==> src/rtl/hbmultints_pkg.sv <==
// Shared hexbus definitions: word width, interrupt prefix and interrupt-word builder.
package hbmultints_pkg;

  localparam int unsigned WORD_W    = 34;
  localparam int unsigned PREFIX_W  = 5;
  localparam int unsigned MAX_TAG_W = 4;

  localparam logic [PREFIX_W-1:0] DEF_INT_PREFIX = 5'b11010;

  typedef logic [WORD_W-1:0] hb_word_t;

  // Output register contents plus its bookkeeping flags
  typedef struct packed {
    logic     stb;
    logic     busy;
    logic     loaded;
    logic     int_loaded;
    hb_word_t word;
  } out_reg_t;

  // Channel-0 word is identical to the legacy single-interrupt word
  function automatic hb_word_t make_int_word(input logic [PREFIX_W-1:0] prefix,
                                             input logic [MAX_TAG_W-1:0] tag);
    return {prefix, (WORD_W - PREFIX_W)'(tag)};
  endfunction

endpackage

==> src/rtl/hbmultints_if.sv <==
// Word-stream bus between the response source, the interrupt inserter and the encoder.
interface hbmultints_if;
  import hbmultints_pkg::*;

  logic     i_stb;
  hb_word_t i_word;
  logic     o_int_busy;
  logic     o_int_stb;
  hb_word_t o_int_word;
  logic     i_busy;

  modport master (output i_stb, i_word, i_busy,
                  input  o_int_busy, o_int_stb, o_int_word);

  modport slave  (input  i_stb, i_word, i_busy,
                  output o_int_busy, o_int_stb, o_int_word);

endinterface

==> src/rtl/hbmultints_hbintarb.sv <==
// Round-robin arbiter over interrupt channels; pointer moves past the last accepted channel.
module hbintarb #(
  parameter int unsigned NINT   = 4,
  parameter int unsigned LGNINT = (NINT > 1) ? $clog2(NINT) : 1
) (
  input  logic              i_clk,
  input  logic              i_reset,
  input  logic [NINT-1:0]   request,
  input  logic              advance,
  input  logic [LGNINT-1:0] accepted,
  output logic [NINT-1:0]   grant_c,
  output logic [LGNINT-1:0] grant_idx_c
);

  logic [LGNINT-1:0] rr_ptr;
  logic              found_c;
  int unsigned       idx_c;

  always_ff @(posedge i_clk) begin
    if (i_reset)
      rr_ptr <= '0;
    else if (advance)
      rr_ptr <= (32'(accepted) == NINT - 1) ? '0 : accepted + LGNINT'(1);
  end

  // First requester at or after the pointer, wrapping at NINT
  always_comb begin
    grant_c     = '0;
    grant_idx_c = '0;
    found_c     = 1'b0;
    idx_c       = 0;
    for (int unsigned i = 0; i < NINT; i++) begin
      idx_c = 32'(rr_ptr) + i;
      if (idx_c >= NINT)
        idx_c = idx_c - NINT;
      if (!found_c && request[LGNINT'(idx_c)]) begin
        found_c                     = 1'b1;
        grant_c[LGNINT'(idx_c)]     = 1'b1;
        grant_idx_c                 = LGNINT'(idx_c);
      end
    end
  end

endmodule

==> src/rtl/hbmultints.sv <==
// Merges NINT interrupt lines into the hexbus return word stream; data words win.
module hbmultints
  import hbmultints_pkg::*;
#(
  parameter int unsigned          NINT       = 4,
  parameter int unsigned          LGNINT     = (NINT > 1) ? $clog2(NINT) : 1,
  parameter logic [PREFIX_W-1:0]  INT_PREFIX = DEF_INT_PREFIX,
  parameter bit                   OPT_LEVEL  = 1'b0
) (
  input  logic            i_clk,
  input  logic            i_reset,
  input  logic [NINT-1:0] i_interrupt,
  hbmultints_if.slave     bus
);

  logic [NINT-1:0]   pending, pending_n;
  logic [NINT-1:0]   armed, armed_n;
  logic [NINT-1:0]   clear_c, req_c, grant_c;
  logic [LGNINT-1:0] tag, grant_idx_c;
  logic              accept_int_c, data_load_c;
  out_reg_t          oreg, oreg_n;

  assign tag          = oreg.word[LGNINT-1:0];
  assign accept_int_c = oreg.stb && !bus.i_busy && oreg.int_loaded;
  assign data_load_c  = bus.i_stb && !oreg.busy;
  assign req_c        = pending & ~clear_c;

  assign bus.o_int_stb  = oreg.stb;
  assign bus.o_int_word = oreg.word;
  assign bus.o_int_busy = oreg.busy;

  hbintarb #(.NINT(NINT), .LGNINT(LGNINT)) u_arb (
    .i_clk       (i_clk),
    .i_reset     (i_reset),
    .request     (req_c),
    .advance     (accept_int_c),
    .accepted    (tag),
    .grant_c     (grant_c),
    .grant_idx_c (grant_idx_c)
  );

  // Event capture: a new event beats a same-cycle acknowledge
  always_comb begin
    clear_c   = '0;
    pending_n = pending;
    armed_n   = armed;
    for (int unsigned k = 0; k < NINT; k++) begin
      clear_c[LGNINT'(k)] = accept_int_c && (tag == LGNINT'(k));
      if (i_interrupt[LGNINT'(k)] && (OPT_LEVEL || !armed[LGNINT'(k)])) begin
        pending_n[LGNINT'(k)] = 1'b1;
        armed_n[LGNINT'(k)]   = 1'b1;
      end else begin
        if (clear_c[LGNINT'(k)])
          pending_n[LGNINT'(k)] = 1'b0;
        if (!pending[LGNINT'(k)] && !i_interrupt[LGNINT'(k)])
          armed_n[LGNINT'(k)] = 1'b0;
      end
    end
  end

  // Output register load: data, else granted interrupt when the slot is free
  always_comb begin
    oreg_n = oreg;
    if (data_load_c) begin
      oreg_n.word       = bus.i_word;
      oreg_n.stb        = 1'b1;
      oreg_n.loaded     = 1'b1;
      oreg_n.int_loaded = 1'b0;
    end else if (!oreg.stb || !bus.i_busy) begin
      oreg_n.word       = make_int_word(INT_PREFIX, MAX_TAG_W'(grant_idx_c));
      oreg_n.stb        = |grant_c;
      oreg_n.loaded     = 1'b0;
      oreg_n.int_loaded = 1'b1;
    end
    oreg_n.busy = oreg_n.stb && oreg_n.loaded;
  end

  always_ff @(posedge i_clk) begin
    if (i_reset) begin
      pending <= '0;
      armed   <= '0;
      oreg    <= '{stb: 1'b0, busy: 1'b0, loaded: 1'b0, int_loaded: 1'b1,
                   word: make_int_word(INT_PREFIX, '0)};
    end else begin
      pending <= pending_n;
      armed   <= armed_n;
      oreg    <= oreg_n;
    end
  end

`ifdef FORMAL
  a_data_stable: assert property (@(posedge i_clk) disable iff (i_reset)
    (oreg.stb && oreg.loaded && bus.i_busy) |=> (oreg.stb && $stable(oreg.word)));
  a_single_report: assert property (@(posedge i_clk) disable iff (i_reset)
    accept_int_c |=> !(oreg.stb && oreg.int_loaded && oreg.word == $past(oreg.word)));
  a_int_loaded: assert property (@(posedge i_clk)
    oreg.int_loaded == (oreg.word[WORD_W-1 -: PREFIX_W] == INT_PREFIX));
`endif

endmodule

==> src/flat_wrapper.sv <==
// flat-port wrapper written by rule: the top's interface ports become plain ports
module hbmultints_flat import hbmultints_pkg::*;
#(
  parameter int unsigned          NINT       = 4,
  parameter int unsigned          LGNINT     = (NINT > 1) ? $clog2(NINT) : 1,
  parameter logic [PREFIX_W-1:0]  INT_PREFIX = DEF_INT_PREFIX,
  parameter bit                   OPT_LEVEL  = 1'b0
)
  (i_clk, i_reset, i_interrupt, bus_i_stb, bus_i_word, bus_i_busy, bus_o_int_busy, bus_o_int_stb, bus_o_int_word);
  hbmultints_if bus_i ();
  input  logic i_clk;
  input  logic i_reset;
  input  logic [NINT-1:0] i_interrupt;
  input wire logic [$bits(bus_i.i_stb)-1:0] bus_i_stb;
  input wire logic [$bits(bus_i.i_word)-1:0] bus_i_word;
  input wire logic [$bits(bus_i.i_busy)-1:0] bus_i_busy;
  output wire logic [$bits(bus_i.o_int_busy)-1:0] bus_o_int_busy;
  output wire logic [$bits(bus_i.o_int_stb)-1:0] bus_o_int_stb;
  output wire logic [$bits(bus_i.o_int_word)-1:0] bus_o_int_word;
  assign bus_i.i_stb = bus_i_stb;
  assign bus_i.i_word = bus_i_word;
  assign bus_i.i_busy = bus_i_busy;
  assign bus_o_int_busy = bus_i.o_int_busy;
  assign bus_o_int_stb = bus_i.o_int_stb;
  assign bus_o_int_word = bus_i.o_int_word;
  hbmultints #(.NINT(NINT), .LGNINT(LGNINT), .INT_PREFIX(INT_PREFIX), .OPT_LEVEL(OPT_LEVEL)) u_core (.i_clk(i_clk), .i_reset(i_reset), .i_interrupt(i_interrupt), .bus(bus_i));
endmodule
==> config.mk <==
export PLATFORM = sky130hd
export DESIGN_NAME = hbmultints_flat
export DESIGN_NICKNAME = d
export VERILOG_FILES = /design/src/rtl/hbmultints_pkg.sv /design/src/rtl/hbmultints_if.sv /design/src/rtl/hbmultints_hbintarb.sv /design/src/rtl/hbmultints.sv /design/src/flat_wrapper.sv
export SDC_FILE = /design/constraint.sdc
export NUM_CORES = 1
export LEC_CHECK = 0
export BUFFER_PORTS_ARGS = -buffer_cell sky130_fd_sc_hd__buf_2
export CAP_MARGIN = 40
export CORE_AREA = 4 4 72 88
export CTS_CLUSTER_SIZE = 10
export DETAILED_ROUTE_END_ITERATION = 6
export DIE_AREA = 0 0 76 92
export PLACE_DENSITY = 0.89
export SLEW_MARGIN = 20
export SYNTH_ARGS = -nofsm -noshare
export SYNTH_HDL_FRONTEND = slang
export SYNTH_HIERARCHICAL = 1
export SYNTH_SLANG_ARGS = --single-unit
==> constraint.sdc <==
create_clock -name i_clk -period 3.6 [get_ports i_clk]
set_input_delay 0.18 -clock i_clk [delete_from_list [all_inputs] [get_ports i_clk]]
set_output_delay 0.18 -clock i_clk [all_outputs]
set_load 0.02 [all_outputs]
==> metrics.yaml <==
yosys:
  synthFlopType: "dfxtp_1"
  synth_fp_nets: 363
  synth_cell_types: 48
  async_reset_ff_frac: 0
  avgSynthCellArea_um2: 9.39
  synth_seq_cells: 48
  synth_edf_count: 0
  netlist_area_um2: 2960
  yosysWarnings: 6
  netlist_instances: 315
  seq_area_frac_synth: 0.325
timing:
  fin_tns_setup_ns: 0
  final_max_slew_viol_count: 0
  relSlewSlack: 0.565
  rsz0062_at_grt: "no"
  tightest_slew_ns: 0.651
  fin_crit_sh: 0.830
  finalCriticalPeriod_ns: 2.99
  hold_viol: 0
  timing.fmax_mhz: 335
  clock_skew_ns: 0.00385
  setup_viol: 0
floorplan:
  die_h_um: 92
  fp.coreArea_um2: 5520
  dieArea_um2: 6990
  die_x_um: 76
  rows: 30
  io_pins: 78
  start_util: 0.536
route:
  drt_iter0_drc: 122
  routedWlPerCell_um: 14.4
  route.detailed.drc: 0
  dr_total_vias: 2242
  via_per_inst: 5.50
  dr.pass1.iters: 5
  ant_nets: 0
  finalWirelength_um: 5890
clock_tree:
  clkTransAtPathRegs_ns: 0.09
  cts_made_buffers: 5
  cts_root_buf: "clkbuf_8"
  cts_setup_buffers: 0
  clock_sinks: 48
  cts-hold-fix-buffers: 0
  cts_resized: 0
  cts_buffer_depth: 2
  tritoncts: "yes"
  clock_latency_ns: 0.30
  cts_htree_levels: 2
min_path:
  min_path_type: "input pin to flip-flop"
  hold_path.startpoint: "i_interrupt[1]"
setup_path:
  critical_path_required_ns: 3.76
  crit_start: "u_core/u_arb/rr_ptr[0]"
  startpoint_type: "flip-flop"
  end_kind: "flip-flop"
  path_class: "flip-flop to flip-flop"
  r2r_start: "u_core/u_arb/rr_ptr[0]"
  crit_arrival_ns: 3.15
  max_stage_delay_ns: 0.75
  crit_fanout: 19
  cp_cell_sequence: "inv_1 > ha_1 > nor3b_1 > a22oi_1 > nand2_1 > a221o_1 > nor4_1 > a31oi_1"
  slowest_stage: "dfxtp_1"
power_and_ir_drop:
  pwr-share-seq: 0.447
  power_density_nw_per_um2: 433
  vdd_drop_max_mv: 0.288
  sw_frac_of_total: 0.303
  p_total_uw: 1330
  switchingPower_uw: 402
  power.share.combinational: 0.232
  cell_internal_pwr_uw: 926
  p_leak_uw: 0.00124
  clock_power_share: 0.320
layout:
  area_delta_synth_final_pct: 3.64
  stdcell_count: 408
  finish.utilization: 0.556
  fillers: 493
  final_cell_mix: "buf_2, dfxtp_1, nand2_1"
  num-nets-final: 391
  diodes: 0
  layout_commonest_cell: "buf_2"
  drive_gt1_frac: 0.448
placed_design:
  place_inst: 400
  dp_hpwl_um: 4200
  io_buffers: 77
  place.gp.congestion: 0.831
global_routing:
  grt_max_degree: 39
  grt_pass1_wl_um: 10500
  track_usage: 0.176
  overflow: 0
  grt_antenna_before_repair: 0
  grt_pass1_vias: 2410
job:
  max_cap_viol_count: 0
status:
  run_status: "finished clean"
area by class of cell:
type / count / area [um^2] / area share
well taps: 64 / 80.1 / 0.0261
clock inverters: 1 / 30.0 / 0.00979
flip-flops and latches: 48 / 961 / 0.313
repair buffers: 79 / 420 / 0.137
clock buffers: 7 / 96.3 / 0.0314
inverters: 9 / 33.8 / 0.0110
multi-input cells: 200 / 1450 / 0.471
worst max-delay path, delay by kind of cell (launching register included):
kind | cells | cell delay [ns]
compound gates | 3 | 0.68
fa+ha+maj | 1 | 0.52
buf+inv | 1 | 0.22
flops | 1 | 0.75
simple gates | 3 | 0.68
final timing paths:
kind,to,slack (ns),cells after the start
worst max-delay path,u_core/bus.o_int_stb,0.61,8
worst min-delay path,u_core/armed[1],0.09,3
worst max register to register,u_core/bus.o_int_stb,0.61,8
worst min register to register,u_core/bus.o_int_word[13],0.47,2
power by group through the flow:
stage                     Clock [uW]  Sequential [uW]  Combinational, uW
final                            426              594                308
after CTS                        437              595                310
after detailed placement           0              607                308
after global routing             460              601                341
after global placement             0              605                294
after floorplan                    0              599                298
metrics by stage:
stage                     hold WS, ns  cell area [um^2]  setup slack [ns]
after floorplan                 0.252              2960              1.15
after global placement          0.401              2910             0.812
after detailed placement        0.409              2940             0.654
after CTS                      0.0922              3070             0.643
after global routing           0.0826              3070             0.328
final                          0.0899              3070             0.613
Yosys cell counts, drive strengths merged, types with 2 or more instances:
cell type / instances / share of area
o21ai: 9 / 0.015
nor3b: 4 / 0.010
nand2: 43 / 0.055
a311oi: 3 / 0.013
nor2: 19 / 0.024
a21oi: 38 / 0.10
inv: 9 / 0.011
a211oi: 2 / 0.0068
o211ai: 2 / 0.0068
ha: 6 / 0.025
mux4: 2 / 0.015
nand2b: 6 / 0.015
nor3: 4 / 0.0068
nor2b: 2 / 0.0042
a221o: 4 / 0.014
mux2i: 4 / 0.014
nand3: 29 / 0.098
dfxtp: 48 / 0.32
buf: 58 / 0.18
a22oi: 2 / 0.0051
o21bai: 4 / 0.010
sequential cells by signal, summed over array words and instances (netlist names):
signal,count
u_core/u_arb/rr_ptr,2
u_core/bus.o_int_stb,1
u_core/bus.o_int_word,34
u_core/oreg,2
u_core/pending,4
u_core/armed,4
u_core/bus.o_int_busy,1
cells by family after synthesis:
family,Yosys count,synth area share
AO/OA/AOI/OAI,73,0.200
multiplexers,6,0.0288
adder cells (fa/ha/maj),6,0.0254
flip-flops,48,0.325
buffers and inverters,67,0.187
AND/OR/NAND/NOR,115,0.235
routing by layer:
layer  GRT usage  share of wire  vias to the layer above
met5           0              0                        -
met4      0.0623          0.012                        0
met3      0.0422          0.064                        6
met2       0.319           0.51                       64
met1       0.199           0.41                     1066
li1            -              -                     1106
No activity file was read; power rests on OpenSTA's default activity.
